`src/rtl/wb_cfg_pkg.sv`:
```
`default_nettype none
// ============================================================================
// Module      : wb_cfg_pkg
// Description : Shared definitions for the Wishbone bitstream loader and the
//               fabric configuration slave.
// Revision    : 1.0 - initial release
// ============================================================================
package wb_cfg_pkg;

    localparam logic [2:0] ST_IDLE      = 3'd0;
    localparam logic [2:0] ST_WAIT_WORD = 3'd1;
    localparam logic [2:0] ST_BUS       = 3'd2;
    localparam logic [2:0] ST_DONE      = 3'd3;
    localparam logic [2:0] ST_ERR       = 3'd4;

    localparam logic [3:0]  WB_SEL_ALL        = 4'hF;
    localparam logic [31:0] DEFAULT_BASE_ADDR = 32'h3000_0000;

    typedef enum logic [2:0] {
        S_IDLE      = ST_IDLE,
        S_WAIT_WORD = ST_WAIT_WORD,
        S_BUS       = ST_BUS,
        S_DONE      = ST_DONE,
        S_ERR       = ST_ERR
    } loader_state_e;

endpackage
`default_nettype wire

```
`src/rtl/wb_timeout_counter.sv`:
```
`default_nettype none
// ============================================================================
// Module      : wb_timeout_counter
// Description : Per-transfer ack watchdog; loaded on bus entry, counts down
//               while enabled and flags the last permitted cycle.
// Revision    : 1.0 - initial release
// ============================================================================
module wb_timeout_counter #(
    parameter int TIMEOUT = 255
) (
    input  logic clk,
    input  logic rst,
    input  logic i_clear,
    input  logic i_load,
    input  logic i_en,
    output logic o_expired
);

    // Counter holds TIMEOUT-1 at most; zero marks the final allowed bus cycle.
    localparam int              TO_W   = (TIMEOUT > 1) ? $clog2(TIMEOUT) : 1;
    localparam logic [TO_W-1:0] c_LOAD = TO_W'(TIMEOUT - 1);

    logic [TO_W-1:0] r_cnt;

    always_ff @(posedge clk) begin
        if (rst || i_clear) begin
            r_cnt <= '0;
        end else if (i_load) begin
            r_cnt <= c_LOAD;
        end else if (i_en && (r_cnt != '0)) begin
            r_cnt <= r_cnt - TO_W'(1);
        end
    end

    assign o_expired = i_en && (r_cnt == '0);

endmodule
`default_nettype wire

```
`src/rtl/wb_config_loader.sv`:
```
`default_nettype none
// ============================================================================
// Module      : wb_config_loader
// Description : Streams 32-bit bitstream words into a Wishbone configuration
//               slave as single-beat classic writes at consecutive addresses.
// Revision    : 1.0 - initial release
// ============================================================================
module wb_config_loader
    import wb_cfg_pkg::*;
#(
    parameter logic [31:0] BASE_ADDR = DEFAULT_BASE_ADDR,
    parameter int          NUM_WORDS = 64,
    parameter int          TIMEOUT   = 255,
    parameter int          CNT_W     = $clog2(NUM_WORDS + 1)
) (
    input  logic             wb_clk_i,
    input  logic             wb_rst_i,
    input  logic             start_i,
    input  logic             abort_i,
    input  logic             word_valid_i,
    input  logic [31:0]      word_data_i,
    output logic             word_ready_o,
    output logic             wbm_cyc_o,
    output logic             wbm_stb_o,
    output logic             wbm_we_o,
    output logic [3:0]       wbm_sel_o,
    output logic [31:0]      wbm_adr_o,
    output logic [31:0]      wbm_dat_o,
    input  logic             wbm_ack_i,
    output logic             busy_o,
    output logic             done_o,
    output logic             error_o,
    output logic [CNT_W-1:0] words_sent_o
);

    localparam logic [CNT_W-1:0] c_LAST_IDX = CNT_W'(NUM_WORDS - 1);

    loader_state_e    r_state;
    loader_state_e    w_next;
    logic             w_start_ok;
    logic             w_accept;
    logic             w_ack_ok;
    logic             w_in_bus;
    logic             w_expired;
    logic [31:0]      w_adr_next;

    logic             r_cyc;
    logic [3:0]       r_sel;
    logic [31:0]      r_adr;
    logic [31:0]      r_dat;
    logic             r_ready;
    logic             r_busy;
    logic             r_done;
    logic             r_error;
    logic [CNT_W-1:0] r_words_sent;

    assign w_in_bus   = (r_state == S_BUS);
    assign w_start_ok = start_i && ((r_state == S_IDLE) || (r_state == S_DONE) ||
                                    (r_state == S_ERR));
    // Abort wins over a same-cycle handshake or ack; neither is taken.
    assign w_accept   = (r_state == S_WAIT_WORD) && word_valid_i && !abort_i;
    assign w_ack_ok   = w_in_bus && wbm_ack_i && !abort_i;
    // The sent count doubles as the word index: both clear on start and step on ack.
    assign w_adr_next = BASE_ADDR + (32'(r_words_sent) << 2);

    wb_timeout_counter #(
        .TIMEOUT (TIMEOUT)
    ) u_timeout (
        .clk       (wb_clk_i),
        .rst       (wb_rst_i),
        .i_clear   (w_start_ok),
        .i_load    (w_accept),
        .i_en      (w_in_bus),
        .o_expired (w_expired)
    );

    always_ff @(posedge wb_clk_i) begin
        if (wb_rst_i) begin
            r_state <= S_IDLE;
        end else begin
            r_state <= w_next;
        end
    end

    always_comb begin
        w_next = r_state;
        case (r_state)
            S_IDLE, S_DONE, S_ERR: begin
                if (start_i) w_next = S_WAIT_WORD;
            end
            S_WAIT_WORD: begin
                if (abort_i)           w_next = S_ERR;
                else if (word_valid_i) w_next = S_BUS;
            end
            S_BUS: begin
                if (abort_i) begin
                    w_next = S_ERR;
                end else if (wbm_ack_i) begin
                    w_next = (r_words_sent == c_LAST_IDX) ? S_DONE : S_WAIT_WORD;
                end else if (w_expired) begin
                    w_next = S_ERR;
                end
            end
            default: w_next = S_IDLE;
        endcase
    end

    // Every output is a flop loaded from the next state, so no input reaches a port combinationally.
    always_ff @(posedge wb_clk_i) begin
        if (wb_rst_i) begin
            r_cyc        <= 1'b0;
            r_sel        <= '0;
            r_adr        <= '0;
            r_dat        <= '0;
            r_ready      <= 1'b0;
            r_busy       <= 1'b0;
            r_done       <= 1'b0;
            r_error      <= 1'b0;
            r_words_sent <= '0;
        end else begin
            if (w_start_ok) begin
                r_words_sent <= '0;
            end else if (w_ack_ok) begin
                r_words_sent <= r_words_sent + CNT_W'(1);
            end
            if (w_accept) begin
                r_dat <= word_data_i;
                r_adr <= w_adr_next;
            end
            r_cyc   <= (w_next == S_BUS);
            r_sel   <= (w_next == S_BUS) ? WB_SEL_ALL : 4'h0;
            r_ready <= (w_next == S_WAIT_WORD);
            r_busy  <= (w_next == S_WAIT_WORD) || (w_next == S_BUS);
            r_done  <= (w_next == S_DONE);
            r_error <= (w_next == S_ERR);
        end
    end

    assign word_ready_o = r_ready;
    assign wbm_cyc_o    = r_cyc;
    assign wbm_stb_o    = r_cyc;
    assign wbm_we_o     = r_cyc;
    assign wbm_sel_o    = r_sel;
    assign wbm_adr_o    = r_adr;
    assign wbm_dat_o    = r_dat;
    assign busy_o       = r_busy;
    assign done_o       = r_done;
    assign error_o      = r_error;
    assign words_sent_o = r_words_sent;

endmodule
`default_nettype wire

```
`config.mk`:
```
export PLATFORM = sky130hd
export DESIGN_NAME = wb_config_loader
export DESIGN_NICKNAME = d
export VERILOG_FILES = /design/src/rtl/wb_cfg_pkg.sv /design/src/rtl/wb_timeout_counter.sv /design/src/rtl/wb_config_loader.sv
export SDC_FILE = /design/constraint.sdc
export NUM_CORES = 1
export LEC_CHECK = 0
export ABC_AREA = 1
export CORE_AREA = 5 5 90 92
export DETAILED_ROUTE_END_ITERATION = 7
export DIE_AREA = 0 0 95 97
export HOLD_SLACK_MARGIN = 0.08
export MAX_ROUTING_LAYER = met4
export PLACE_DENSITY = 0.78
export SLEW_MARGIN = 0
export SYNTH_ARGS = -nofsm -noshare
export SYNTH_HDL_FRONTEND = slang
export SYNTH_HIERARCHICAL = 1
export SYNTH_SLANG_ARGS = --single-unit
```
`constraint.sdc`:
```
create_clock -name wb_clk_i -period 2.25 [get_ports wb_clk_i]
set_clock_uncertainty 0.2 [all_clocks]
set_input_delay 0.3375 -clock wb_clk_i [delete_from_list [all_inputs] [get_ports wb_clk_i]]
set_output_delay 0.3375 -clock wb_clk_i [all_outputs]
set_load 0.05 [all_outputs]
```
==> run_results.csv, run 1 <==
group,metric,value,unit
setup_path,worst_setup_path_end_kind,"primary output",
routing,met3RoutedLength,473,um
setup_path,setup.worst_path.class,"reg2out",
clock_tree,cts_root_buffer,"sky130_fd_sc_hd__clkbuf_8",
clock_tree,cts.sink_count,63,
timing,slew_headroom,0.633,
layout,area_taken_by_multi_input_logic_gates,1360,sq um
setup_path,worst_ep_required_time,1710,ps
floorplanning,io-pin-count,120,
setup_path,cp_slowest_stage_delay,870,ps
floorplanning,fp.dieW,95,um
logic_synthesis,synthDominantCellAreaShare,0.420,
timing,achievable-frequency,460,MHz
clock_tree,cts-htree-levels,3,
logic_synthesis,synth_async_sr_flop_share,0,
routing,routed_wire_length_per_instance,12.5,um
timing,worst_pin_slew,548,ps
timing,final_max_slew_viol_count,0,
layout,final_cells,613,
layout,final_antenna_diode_count,0,
run,number_of_violations_of_the_max_capacitance_limit,0,
routing,highest-signal-layer,"met4",
status,result_of_the_run,"finished clean",
global_route,grt_remaining_overflow,0,
global_route,grt_pass1_vias,2624,
logic_synthesis,cell_taking_the_most_area_after_synthesis,"sky130_fd_sc_hd__dfxtp_1",
place,placed_cells,597,
setup_path,crit_path_top_delay_cell,"sky130_fd_sc_hd__clkdlybuf4s50_1",
logic_synthesis,synth-edff-count,0,
routing,drt_first_pass_iters,4,
setup_path,timing.critical_path.from_type,"register",
timing,final_hold_viol_count,0,
setup_path,worst_ep_arrival_time,1640,ps
routing,first_iter_violations,101,
layout,nNetsFinal,550,
logic_synthesis,ys_seq_elements,63,
floorplanning,chipHeight,97,um
logic_synthesis,postSynth.topFlopCell,"sky130_fd_sc_hd__dfxtp_1",
clock_tree,numCtsBuffers,9,
logic_synthesis,yosys_warnings,6,
place,dp.final_hpwl,5.72,mm
floorplanning,fp-row-count,31,
layout,synthesis_to_layout_area_growth,39.0,%
routing,detail_route.wirelength,7.65,mm
logic_synthesis,syn_area_per_cell,7.24,sq um
hold_path,hold_path_class,"reg2reg",
global_route,grt_antenna_before_repair,0,
clock_tree,tritoncts,"built",
routing,wl_met1,3.20,mm
clock_tree,cts_resized,0,
place,gp_congestion,0.900,
power_and_ir_drop,power.ir.vdd_worst,0.000351,V
logic_synthesis,synthesis.instances,415,
setup_path,worst-path-max-fanout,6,
routing,antenna_left,0,
floorplanning,die_footprint,9220,sq um
layout,mostFrequentLayoutCell,"sky130_fd_sc_hd__nor2_1",
timing,hold_slack,257,ps
timing,final-setup-viol-count,0,
clock_tree,clk_latency,340,ps
power_and_ir_drop,design_power_total,2.88,mW
clock_tree,postCtsSetupBuffers,0,
floorplanning,initial_core_util,0.421,
logic_synthesis,netlist-cell-type-count,30,
logic_synthesis,synth_sequential_area_ratio,0.420,
layout,n_fill_cell,704,
power_and_ir_drop,power_density,688,nW/um^2
timing,post-route-min-period,2170,ps
routing,num_vias,2801,
setup_path,path_buf_inv,1,
routing,routed-wl-met2,3.79,mm
setup_path,critPathTopFamily,"buffers and inverters",
timing,min_period_over_period,0.966,
power_and_ir_drop,power.static_leakage,1.75,nW
timing,setup_total_negative_slack,0,ps
layout,sequential_cell_area,1260,sq um
timing,grt_setup_unrepaired,"false",
global_route,grt_start_max_net_pins,44,
clock_tree,clkTransAtPathRegs,70,ps
logic_synthesis,synthesized_area,3010,sq um
layout,top_library_cells_by_usage_in_the_layout_fill_and_taps_aside,"sky130_fd_sc_hd__nor2_1, sky130_fd_sc_hd__clkdlybuf4s50_1, sky130_fd_sc_hd__dfxtp_1",
clock_tree,holdBufCountCts,0,
routing,drt-vias-per-instance,4.57,
clock_tree,ctsLongestPathBuffers,2,
global_route,track_usage,0.174,
layout,layout-drive-gt1-share,0.0837,
setup_path,crit_path_cell_trace,"clkdlybuf4s50_1",
floorplanning,design.core.area,7140,sq um
global_route,grt_first_pass_wirelength,12.5,mm
place,io_port_bufs,96,
logic_synthesis,ys_top_cells_by_area,"sky130_fd_sc_hd__dfxtp_1, sky130_fd_sc_hd__nor2_1, sky130_fd_sc_hd__buf_4",
routing,detail_route.drc_violations,0,
-- path summary, 6_finish.rpt --
kind                            from                 end  slack [ps]  depth (start not counted)
setup / recovery     words_sent_o[2]     words_sent_o[2]          80                          1
hold / removal    u_timeout/r_cnt[0]  u_timeout/r_cnt[0]         260                          1
setup reg to reg  u_timeout/r_cnt[0]              busy_o         240                         13
hold reg to reg   u_timeout/r_cnt[0]  u_timeout/r_cnt[0]         260                          1
-- cells in the mapped netlist (all sizes together), types with 2 or more instances --
cell    instances
nor2          116
dfxtp          63
nand2          52
o21ai          50
inv            43
buf            36
nand3          21
a21oi          13
clkbuf          6
nand4           5
ha              3
nor3            3
xor2            2
-- sequential cells by signal, summed over array words and instances, names as in the netlist --
signal,flops
done_o,1
busy_o,1
wbm_dat_o,32
u_timeout/r_cnt,8
r_state,3
wbm_adr_o,8
word_ready_o,1
words_sent_o,7
wbm_sel_o,1
error_o,1
-- layer usage --
layer	up-vias	GRT usage
li1	1437	-
met1	1258	0.205
met2	91	0.286
met3	15	0.0318
met4	0	0.0777
met5	-	-
-- kinds of logic after synthesis --
| family | synth area share |
|---|---|
| and+or+nand+nor | 0.293 |
| DFF | 0.420 |
| other | 0.00125 |
| AOI/OAI and AO/OA | 0.112 |
| adders and majority gates | 0.0125 |
| xor gates and xnor gates | 0.00583 |
| buffers and inverters | 0.155 |
-- layout make-up --
type / count / area share
tap: 99 / 0.0296
multi-input combinational: 289 / 0.326
inverter: 43 / 0.0392
clock inverter: 6 / 0.0222
clock buffer: 10 / 0.0329
sequential: 63 / 0.302
timing repair buffer: 103 / 0.249
-- through the flow --
step	area [sq um]	worst slack (ps)	utilization
floorplan	3090	425	-
global placement	3950	222	0.553
detailed placement	3950	173	0.553
CTS	4180	65.8	0.585
global route	4180	17.3	0.585
finish	4180	75.7	0.585
-- report_power, final --
part	switching [mW]	internal [mW]
logic	0.379	0.189
registers	0.0268	1.16
clock network	0.465	0.659
total	0.870	2.01
Note: power is estimated with default switching activity, not from simulation.
==> run 2: changes to the inputs <==
--- a/config.mk
+++ b/config.mk
@@ -6,6 +6,7 @@
 export NUM_CORES = 1
 export LEC_CHECK = 0
 export ABC_AREA = 1
+export CAP_MARGIN = 10
 export CORE_AREA = 5 5 90 92
 export DETAILED_ROUTE_END_ITERATION = 7
 export DIE_AREA = 0 0 95 97
==> results of run 2 <==
No change in the layout: final DEF, timing and power equal those of run 1.
==> run 3: changes to the inputs <==
--- a/config.mk
+++ b/config.mk
@@ -5,14 +5,12 @@
 export SDC_FILE = /design/constraint.sdc
 export NUM_CORES = 1
 export LEC_CHECK = 0
-export ABC_AREA = 1
 export CAP_MARGIN = 10
-export CORE_AREA = 5 5 90 92
+export CORE_AREA = 5 5 87 89
 export DETAILED_ROUTE_END_ITERATION = 7
-export DIE_AREA = 0 0 95 97
-export HOLD_SLACK_MARGIN = 0.08
+export DIE_AREA = 0 0 92 94
 export MAX_ROUTING_LAYER = met4
-export PLACE_DENSITY = 0.78
+export PLACE_DENSITY = 0.79
 export SLEW_MARGIN = 0
 export SYNTH_ARGS = -nofsm -noshare
 export SYNTH_HDL_FRONTEND = slang
==> run_results.csv, run 3 <==
group,metric,value,unit
place,gp_congestion,0.833,
setup_path,crit_path_top_delay_cell,"sky130_fd_sc_hd__dfxtp_1",
global_route,grtUsageMet2,0.282,
timing,min_period_over_period,0.971,
global_route,grt_first_pass_wirelength,10.9,mm
logic_synthesis,yosys_warnings,6,
layout,mostFrequentLayoutCell,"sky130_fd_sc_hd__clkdlybuf4s50_1",
logic_synthesis,netlist-cell-type-count,48,
global_route,grt_pass1_vias,2407,
clock_tree,cts-htree-levels,3,
timing,final-setup-viol-count,0,
layout,design_area,4030,sq um
logic_synthesis,synthesis.instances,336,
timing,worst_slack,64.4,ps
logic_synthesis,synthesized_area,2750,sq um
global_route,grt_remaining_overflow,0,
place,io_port_bufs,96,
layout,final_antenna_diode_count,0,
power_and_ir_drop,power.ir.vdd_worst,0.000364,V
place,dp.final_hpwl,4.99,mm
clock_tree,cts.sink_count,63,
routing,drt-vias-per-instance,4.84,
global_route,met1_usage,0.178,
floorplanning,initial_core_util,0.411,
timing,final_max_slew_viol_count,0,
clock_tree,numCtsBuffers,9,
logic_synthesis,cell_taking_the_most_area_after_synthesis,"sky130_fd_sc_hd__dfxtp_1",
clock_tree,tritoncts,"built",
logic_synthesis,synth_async_sr_flop_share,0,
clock_tree,ctsLongestPathBuffers,2,
logic_synthesis,postSynth.topFlopCell,"sky130_fd_sc_hd__dfxtp_1",
timing,worst_pin_slew,532,ps
routing,antenna_left,0,
routing,routed_wire_length_per_instance,13.4,um
logic_synthesis,syn_area_per_cell,8.18,sq um
layout,layout-drive-gt1-share,0.132,
clock_tree,cts_root_buffer,"sky130_fd_sc_hd__clkbuf_8",
timing,slew_headroom,0.644,
logic_synthesis,ys_seq_elements,63,
global_route,grt_antenna_before_repair,0,
power_and_ir_drop,power.static_leakage,1.47,nW
layout,synthesis_to_layout_area_growth,46.5,%
floorplanning,io-pin-count,120,
timing,post-route-min-period,2190,ps
layout,top_library_cells_by_usage_in_the_layout_fill_and_taps_aside,"sky130_fd_sc_hd__clkdlybuf4s50_1, sky130_fd_sc_hd__nand2_1, sky130_fd_sc_hd__dfxtp_1",
layout,nNetsFinal,477,
clock_tree,clkTransAtPathRegs,70,ps
layout,largest_register_ffs,32,
global_route,grt_busiest_layer,"met2",
setup_path,crit_path_cell_trace,"or3b_1 > clkinv_4 > buf_4 > and2_4 > or3_4 > nor2_2 > a211oi_2 > buf_4 > and2_1",
power_and_ir_drop,power_density,682,nW/um^2
setup_path,worst_ep_required_time,2280,ps
routing,detail_route.wirelength,6.97,mm
place,preCtsSetupSlack,-91.5,ps
setup_path,worst_ep_arrival_time,2220,ps
setup_path,worst-path-max-fanout,9,
floorplanning,fp.dieW,92,um
floorplanning,chipHeight,94,um
setup_path,cp_slowest_stage_delay,410,ps
floorplanning,fp-row-count,30,
setup_path,worst_setup_path_end_kind,"register",
logic_synthesis,synth-edff-count,0,
logic_synthesis,synth_most_common_cell,"sky130_fd_sc_hd__nand2_1",
clock_tree,clk_latency,330,ps
routing,first_iter_violations,116,
place,placed_cells,503,
global_route,grt_start_max_net_pins,27,
global_route,gr-usage-met3,0.0513,
logic_synthesis,synth_sequential_area_ratio,0.459,
setup_path,cp_common_cell,"sky130_fd_sc_hd__buf_4",
setup_path,timing.critical_path.from_type,"register",
place,postPlaceCellArea,3720,sq um
logic_synthesis,ys_top_cells_by_count,"sky130_fd_sc_hd__nand2_1, sky130_fd_sc_hd__dfxtp_1, sky130_fd_sc_hd__a21oi_1",
run,number_of_violations_of_the_max_capacitance_limit,0,
layout,final_cells,521,
hold_path,hold_path_class,"reg2reg",
routing,detail_route.drc_violations,0,
logic_synthesis,synthDominantCellAreaShare,0.459,
routing,num_vias,2522,
timing,setup_total_negative_slack,0,ps
floorplanning,design.core.area,6680,sq um
routing,drt_first_pass_iters,5,
timing,final_hold_viol_count,0,
timing,achievable-frequency,458,MHz
logic_synthesis,ys_top_cells_by_area,"sky130_fd_sc_hd__dfxtp_1, sky130_fd_sc_hd__nand2_1, sky130_fd_sc_hd__a21oi_1",
global_route,track_usage,0.162,
status,result_of_the_run,"finished clean",
floorplanning,die_footprint,8650,sq um
setup_path,setup.worst_path.class,"reg2reg",
[run 3: cell types whose count changed after synthesis, sizes merged, moves of 5 or more]
cell and change:
nand4 -5, o21ai -45, nand3 -16, inv -34, xnor2 +6, nor2 -99, nand2 +32, a21oi +35
[run 3: cell families (layout without fill, tap and decap cells)]
logic type | count (synthesis) | count (layout) | share of synthesized area
DFF | 63 | 63 | 0.459
buffers and inverters | 56 | 139 | 0.125
muxes | 1 | 1 | 0.00364
adders and majority gates | 3 | 3 | 0.0137
and+or+nand+nor | 138 | 138 | 0.238
xor gates and xnor gates | 8 | 8 | 0.0255
other | 1 | 23 | 0.00136
AOI/OAI and AO/OA | 66 | 66 | 0.134
[run 3: critical path, delay by kind of cell (launching register included)]
| kind | cells | cell delay, ps |
|---|---|---|
| compound gates | 1 | 50 |
| buf+inv | 3 | 380 |
| flops | 1 | 410 |
| simple gates | 5 | 1040 |
[run 3: area by class of cell]
class                      count  area, sq um
multi-input combinational    239         1260
fill                         589         2650
clock inverter                 5          104
tap                           80          100
sequential                    63         1270
inverter                      10         42.5
timing repair buffer         113         1110
clock buffer                  11          141
[run 3: final timing paths]
check,startpoint,end,slack [ps],cells past startpoint
hold reg to reg,wbm_dat_o[12],wbm_dat_o[12],250,2
hold / removal,wbm_dat_o[12],wbm_dat_o[12],250,2
setup / recovery,r_state[2],word_ready_o,60,9
setup reg to reg,r_state[2],word_ready_o,60,9
[run 3: power breakdown]
group	internal (mW)	switching [mW]	total [mW]	leakage (nW)
clock	0.769	0.429	1.20	0.124
sequential	1.14	0.0140	1.15	0.511
combinational	0.143	0.255	0.398	0.833
total	2.05	0.698	2.75	1.47
[run 3: repair_timing]
action	CTS	global route
setup endpoints to repair	2	6
pin swaps	2	5
buffers inserted	2	0
hold buffers	0	0
gates resized for setup	2	13
[run 3: per-layer routing]
layer  wire, um  vias to the layer above
met2       3460                      105
li1           -                     1249
met3        525                       16
met1       2840                     1152
met4        144                        0
met5          0                        -
[run 3: stage by stage]
| step | hold slack, ps | utilization | power (mW) |
|---|---|---|---|
| floorplan | 271 | - | 1.45 |
| detailed placement | 247 | 0.557 | 1.56 |
| global route | 271 | 0.603 | 2.86 |
| global placement | 241 | 0.557 | 1.56 |
| CTS | 233 | 0.597 | 2.77 |
| finish | 252 | 0.603 | 2.75 |
